`src/rtl/instr_fetch_unit.sv`:
```
// Fetch stage: holds PC and IR, reads instruction memory through a REQ/WAIT handshake
// and stops on END_OPCODE. Optional fetch timeout under `FETCH_TIMEOUT_EN.
module instr_fetch_unit #(
  parameter int unsigned ADDR_W     = 8,
  parameter int unsigned INSTR_W    = 24,
  parameter int unsigned OPCODE_W   = 6,
  parameter int unsigned END_OPCODE = 25
`ifdef FETCH_TIMEOUT_EN
  ,
  parameter int unsigned TIMEOUT_CYC = 16
`endif
) (
  input  logic                         clk,
  input  logic                         rst,
  input  logic                         fetch_req,
  input  logic                         pc_load,
  input  logic [ADDR_W-1:0]            pc_load_addr,
  output logic [ADDR_W-1:0]            imem_addr,
  output logic                         imem_rd_en,
  input  logic [INSTR_W-1:0]           imem_rdata,
  input  logic                         imem_valid,
  output logic [OPCODE_W-1:0]          instruction_opcode,
  output logic [INSTR_W-OPCODE_W-1:0]  operand,
  output logic                         instr_valid,
  output logic                         busy,
  output logic                         halted,
  output logic                         fetch_err
);

  localparam logic [1:0] S_IDLE = 2'd0;
  localparam logic [1:0] S_REQ  = 2'd1;
  localparam logic [1:0] S_WAIT = 2'd2;
  localparam logic [1:0] S_HALT = 2'd3;

  logic [1:0]         state_q, state_d;
  logic [ADDR_W-1:0]  pc_q, pc_d;
  logic [INSTR_W-1:0] ir_q, ir_d;
  logic               instr_valid_q, instr_valid_d;
  logic               rdata_is_end;

`ifdef FETCH_TIMEOUT_EN
  localparam logic [4:0] TO_LAST = 5'(TIMEOUT_CYC - 1);
  logic [4:0] cnt_q, cnt_d;
  logic       fetch_err_q, fetch_err_d;
`endif

  assign rdata_is_end = (imem_rdata[INSTR_W-1 -: OPCODE_W] == OPCODE_W'(END_OPCODE));

  always_comb begin
    state_d       = state_q;
    pc_d          = pc_q;
    ir_d          = ir_q;
    instr_valid_d = 1'b0;
`ifdef FETCH_TIMEOUT_EN
    cnt_d       = cnt_q;
    fetch_err_d = fetch_err_q;
`endif
    case (state_q)
      S_IDLE: begin
        // A simultaneous load and request fetches from the newly loaded PC.
        if (pc_load)   pc_d    = pc_load_addr;
        if (fetch_req) state_d = S_REQ;
      end
      S_REQ: begin
        state_d = S_WAIT;
`ifdef FETCH_TIMEOUT_EN
        cnt_d = '0;
`endif
      end
      S_WAIT: begin
        if (imem_valid) begin
          ir_d          = imem_rdata;
          pc_d          = pc_q + ADDR_W'(1);
          instr_valid_d = 1'b1;
          state_d       = rdata_is_end ? S_HALT : S_IDLE;
        end
`ifdef FETCH_TIMEOUT_EN
        // Data arriving on the final count cycle takes priority over the timeout.
        else if (cnt_q == TO_LAST) begin
          fetch_err_d = 1'b1;
          state_d     = S_HALT;
        end else begin
          cnt_d = cnt_q + 5'd1;
        end
`endif
      end
      default: ;
    endcase
  end

  always_ff @(posedge clk or negedge rst) begin
    if (!rst) begin
      state_q       <= S_IDLE;
      pc_q          <= '0;
      ir_q          <= '0;
      instr_valid_q <= 1'b0;
`ifdef FETCH_TIMEOUT_EN
      cnt_q       <= '0;
      fetch_err_q <= 1'b0;
`endif
    end else begin
      state_q       <= state_d;
      pc_q          <= pc_d;
      ir_q          <= ir_d;
      instr_valid_q <= instr_valid_d;
`ifdef FETCH_TIMEOUT_EN
      cnt_q       <= cnt_d;
      fetch_err_q <= fetch_err_d;
`endif
    end
  end

  assign imem_addr          = pc_q;
  assign imem_rd_en         = (state_q == S_REQ);
  assign instruction_opcode = ir_q[INSTR_W-1 -: OPCODE_W];
  assign operand            = ir_q[INSTR_W-OPCODE_W-1:0];
  assign instr_valid        = instr_valid_q;
  assign busy               = (state_q == S_REQ) || (state_q == S_WAIT);
  assign halted             = (state_q == S_HALT);
`ifdef FETCH_TIMEOUT_EN
  assign fetch_err = fetch_err_q;
`else
  assign fetch_err = 1'b0;
`endif

endmodule

```
`config.mk`:
```
export PLATFORM = sky130hd
export DESIGN_NAME = instr_fetch_unit
export DESIGN_NICKNAME = d
export VERILOG_FILES = /design/src/rtl/instr_fetch_unit.sv
export SDC_FILE = /design/constraint.sdc
export NUM_CORES = 1
export LEC_CHECK = 0
export CORE_ASPECT_RATIO = 0.7
export CORE_MARGIN = 2
export CORE_UTILIZATION = 45
export DETAILED_ROUTE_END_ITERATION = 16
export DONT_BUFFER_PORTS = 1
export GPL_ROUTABILITY_DRIVEN = 0
export MAX_ROUTING_LAYER = met4
export PLACE_DENSITY_LB_ADDON = 0.15
export SETUP_SLACK_MARGIN = 0.1
export SKIP_LAST_GASP = 1
export SLEW_MARGIN = 20
export SYNTH_ARGS = -nofsm -noshare
export SYNTH_HDL_FRONTEND = slang
export SYNTH_SLANG_ARGS = --single-unit
```
`constraint.sdc`:
```
create_clock -name clk -period 1.52 [get_ports clk]
set_input_delay 0.304 -clock clk [delete_from_list [all_inputs] [get_ports clk]]
set_output_delay 0.304 -clock clk [all_outputs]
set_load 0.005 [all_outputs]
```
; Word level (Yosys, flattened, before mapping)
; Index checks and enable logic that the tools add are counted.
[op_classes]
muxes = 9
eq_ne = 7
reduce_logical = 7
addsub = 1
[ops]
columns = operator, n
row1 = 8-bit two-way mux, 2
row2 = 8-bit case mux with 2 select lines, 1
row3 = "8-bit by 1-bit adder with 8-bit output, second input constant", 1
row4 = "6-bit by 5-bit == test with 1-bit output, second input constant", 1
row5 = 2-bit two-way mux, 3
row6 = "2-bit != test, second input constant", 3
row7 = 2-bit case mux with 3 select lines, 1
row8 = 3-bit AND reduction, 2
row9 = "2-bit == test, second input constant", 2
row10 = 3-bit nonzero test, 1
row11 = "2-bit by 1-bit == test with 1-bit output, second input constant", 1
row12 = 2-bit zero test, 1
row13 = 1-bit two-way mux, 2
row14 = 2-bit AND reduction, 1
row15 = 2-bit nonzero test, 1
row16 = 1-bit logical OR, 1
[totals]
out_inout_bits = 37
word_cells = 28
ff_bits = 35
inputBits = 37

; Depth between registers and ports, before layout
[logic_depth]
ltp_word = 4
mapped_depth = 8
ltp_nobuf = 6

; Worst setup path before layout
; OpenSTA, ideal clock, no wires.
[synth_timing]
path_type = flip-flop to flip-flop
from = register state_q[0]
to = register pc_q[4] (netlist: imem_addr[4])
path_stages_with_launch = 8
t_required_ps = 1392
setup_time_ps = 128
path_buffers = 1
t_arrival_ps = 1454
setup_slack_ps = -63
period_less_slack_ps = 1583
cell_sequence = dfrtp_1 -> inv_1 -> ha_1 -> and2b_4 -> nor3_4 -> buf_6 -> mux2i_1 -> nand3_1
[synth_via]
elab_chain_len = 3
elab_cells_between_ends = 7
cone_classes = eq/ne: 3 / mux: 1 / reduce/logical: 3
[synth_rtl]
columns = item, line
row1 = from (decl), 35  ; logic [1:0] state_q, state_d;
row2 = from (signal assigned), 102  ; state_q <= state_d;
row3 = 2-bit == test / 2-bit zero test (equally long branches), 58  ; case (state_q)
row4 = 2-bit != test (no line) / 2-bit nonzero test (equally long branches), --
row5 = 3-bit AND reduction (no line), --
row6 = to (signal assigned), 103  ; pc_q <= pc_d;
row7 = to (decl), 36  ; logic [ADDR_W-1:0] pc_q, pc_d;
; Parallel ways exist; a longest one is shown, timed or not.
; A chain may end at the register's enable or synchronous reset.

; Worst setup path in the final report
[layout_timing]
from = register state_q[1]
to = register pc_q[6] (netlist: imem_addr[6])
; The elaborated chain is that of the path after synthesis.

==> results.json <==
{
  "vias": 1171,
  "synth_seq_cells": 35,
  "synth_simple_gate_area_share_pct": 12.3,
  "seq_area_frac_synth_pct": 51.7,
  "dpl-instance-area_um2": 1800,
  "routed_via_density": 5.60,
  "grt_pass1_vias": 1239,
  "clkTransAtPathRegs_ps": 70,
  "maxSlewViolCount": 0,
  "r2r_slack_ps": -4,
  "r2r-end": "imem_addr[6]$_DFFE_PN0P_",
  "synthXorXnorAreaFrac_pct": 0,
  "layout.nets": 200,
  "yosysUniqueCellTypes": 36,
  "finalSetupViolations": 2,
  "yosysTopAreaCell": "dfrtp_1",
  "antenna_cells": 0,
  "finalClockSkew_ps": 7.57,
  "critical_path_arrival_ps": 1740,
  "power.density_nw_per_um2": 2160,
  "synthMuxAreaShare_pct": 17.7,
  "drive_above_1_share_pct": 48.4,
  "crit_path_end_kind": "flop",
  "status": "finished, violations left",
  "leakagePower_nw": 1.02,
  "violations": "setup timing",
  "grt_max_degree": 36,
  "die-area_um2": 4280,
  "initialDrtViolationCount": 42,
  "worstHoldStart": "imem_rdata[13]",
  "synth_enable_flop_cells": 0,
  "period_needed_ps": 1520,
  "hpwl_um": 2660,
  "yosys.area.top_type_share_pct": 51.7,
  "finalCritPeriodShare_pct": 100,
  "synth_area_um2": 1690,
  "cp_max_fo": 6,
  "grt_use_total_pct": 18.5,
  "synth_top_family_by_area": "multiplexers",
  "synth.avg_cell_area_um2": 12.4,
  "maxCapViolCount": 0,
  "syn_to_final_growth_pct": 32.1,
  "cts_tree": "built",
  "num_rows": 18,
  "num_io_pins": 74,
  "grt_antenna_before_repair": 0,
  "synth_cells": 136,
  "cts.sinks": 35,
  "final_cell_area_um2": 2240,
  "insertion_delay_ps": 290,
  "cts_buffers": 5,
  "worst_setup_path_start_kind": "flop",
  "die_h_um": 55.3,
  "vdd_drop_max_mv": 1.07,
  "filler_cell_count": 291,
  "drtAntennaViolNets": 0,
  "cts_max_level": 2,
  "coreArea_um2": 3560,
  "start_util_pct": 47.6,
  "hold_viol": 0,
  "worst_r2r_path_depth": 6,
  "wl_um": 4120,
  "ys.flop_type": "dfrtp_1",
  "chipWidth_um": 77.3,
  "netlist_top_cells_area": "dfrtp_1 52%, mux2_2 16%, ha_1 3.7%",
  "cts_buffer_depth": 2,
  "wl_per_cell_um": 19.7,
  "root_buffer": "clkbuf_8",
  "synth_compound_area_share_pct": 9.09,
  "async_flop_share_pct": 100,
  "path_class": "reg2reg",
  "drc": 0,
  "grt_setup_unrepaired": "true",
  "fmax_mhz": 656,
  "yosys_warnings": 0,
  "grt_pass1_wl_um": 5860,
  "cp_data_required_time_ps": 1740,
  "cp-endpoint": "imem_addr[6]$_DFFE_PN0P_",
  "synth_common_cells": "35 x dfrtp_1, 24 x mux2_2, 9 x nand3_1, 7 x inv_1, 5 x ha_1",
  "yosysMostFrequentCell": "dfrtp_1",
  "fin_util_pct": 62.8,
  "syn_nets": 178,
  "hold_class": "in2reg",
  "io_buffers": 0,
  "dr.pass1.iters": 4,
  "synthAdderAreaFrac_pct": 3.70,
  "timing.rr.start": "state_q[1]$_DFFE_PN0P_",
  "setup_ws_ps": -4.32,
  "overflow": 0,
  "crit_start": "state_q[1]$_DFFE_PN0P_"
}
## logic make-up after synthesis
family,Yosys count
adders and majority gates,5
muxes,27
buffers and inverters,14
AOI/OAI and AO/OA,21
DFF,35
other,1
and+or+nand+nor,33
## registers in the layout, summed over array words and instances (netlist names)
register / cells
ir_q: 24
instr_valid: 1
imem_addr: 8
state_q: 2
## repair_timing
| item | CTS | global route |
|---|---|---|
| setup buffers | 7 | 4 |
| hold buffers | 2 | 0 |
| resized for setup | 9 | 32 |
| pin swaps | 7 | 12 |
| endpoints found under the setup margin | 10 | 29 |
| cloned | 0 | 3 |
| endpoints found under the hold margin | 35 | 0 |
## worst min path at each step
stage	depth (start not counted)	slack, ps	end
3_3_place_gp	0	9	imem_addr[0]$_DFFE_PN0P_
3_5_place_dp	0	9	imem_addr[1]$_DFFE_PN0P_
4_1_cts	1	150	ir_q[1]$_DFFE_PN0P_
6_report	1	160	ir_q[13]$_DFFE_PN0P_
5_1_grt	1	130	ir_q[4]$_DFFE_PN0P_
2_1_floorplan	0	8	imem_addr[0]$_DFFE_PN0P_
## metal layers
metal | vias up | part of all wire, % | GRT usage [%]
met5 | - | 0 | -
met4 | 0 | 0.27 | 7.40
met3 | 2 | 7.7 | 6.54
met2 | 48 | 51 | 31.2
met1 | 592 | 41 | 20.2
li1 | 529 | - | -
## area by class of cell
class | instances | area [µm²] | share of cell area, %
sequential | 35 | 877 | 39.2
timing repair buffer | 22 | 263 | 11.8
multi-input combinational | 87 | 895 | 40.0
clock inverter | 3 | 43.8 | 1.96
tap | 50 | 62.6 | 2.80
clock buffer | 5 | 68.8 | 3.08
inverter | 7 | 26.3 | 1.18
## worst max-delay path, cell delays in order (launching register included)
cell       delay [ps]
dfrtp_2           410
inv_2              60
ha_4              160
and2b_4           170
nor3_4            290
a21boi_2          230
a2bb2oi_2         130
## layout by cell type (no fill, tap or decap), types with 2 or more instances in the layout
cell / Yosys / layout
ha_4: 0 / 3
buf_12: 0 / 3
a2bb2oi_2: 2 / 2
a21oi_2: 0 / 3
o21ai_0: 4 / 4
o22ai_1: 3 / 3
buf_4: 1 / 10
nor2_2: 0 / 2
nor2b_4: 1 / 2
mux2_4: 0 / 17
dfrtp_1: 35 / 34
clkbuf_8: 0 / 5
mux2_2: 24 / 7
nor2_1: 4 / 2
clkbuf_16: 0 / 2
inv_1: 7 / 5
inv_2: 0 / 2
mux2i_1: 3 / 3
o22a_1: 2 / 2
buf_6: 4 / 6
a21boi_2: 0 / 2
nor3_4: 1 / 2
nand2_1: 4 / 3
nand3_1: 9 / 9
and3_1: 2 / 2
a311oi_1: 2 / 2
## stage by stage
stage,setup WS [ps],cells,hold slack (ps),setup TNS (ps),total power [mW]
floorplan,-32.1,136,8.41,-32.1,2.94
global placement,30.0,188,9.07,0,3.26
detailed placement,-51.8,188,8.91,-188,3.38
CTS,-32.2,204,155,-124,4.46
global route,-108,209,134,-551,5.16
finish,-4.32,209,162,-6.52,4.83
## where the power goes
group          switching [mW]  internal (mW)  total (mW)
clock network           0.337          0.488       0.825
logic                   0.884           1.28        2.17
registers               0.446           1.40        1.84
Power figures use the tool's default switching activity.
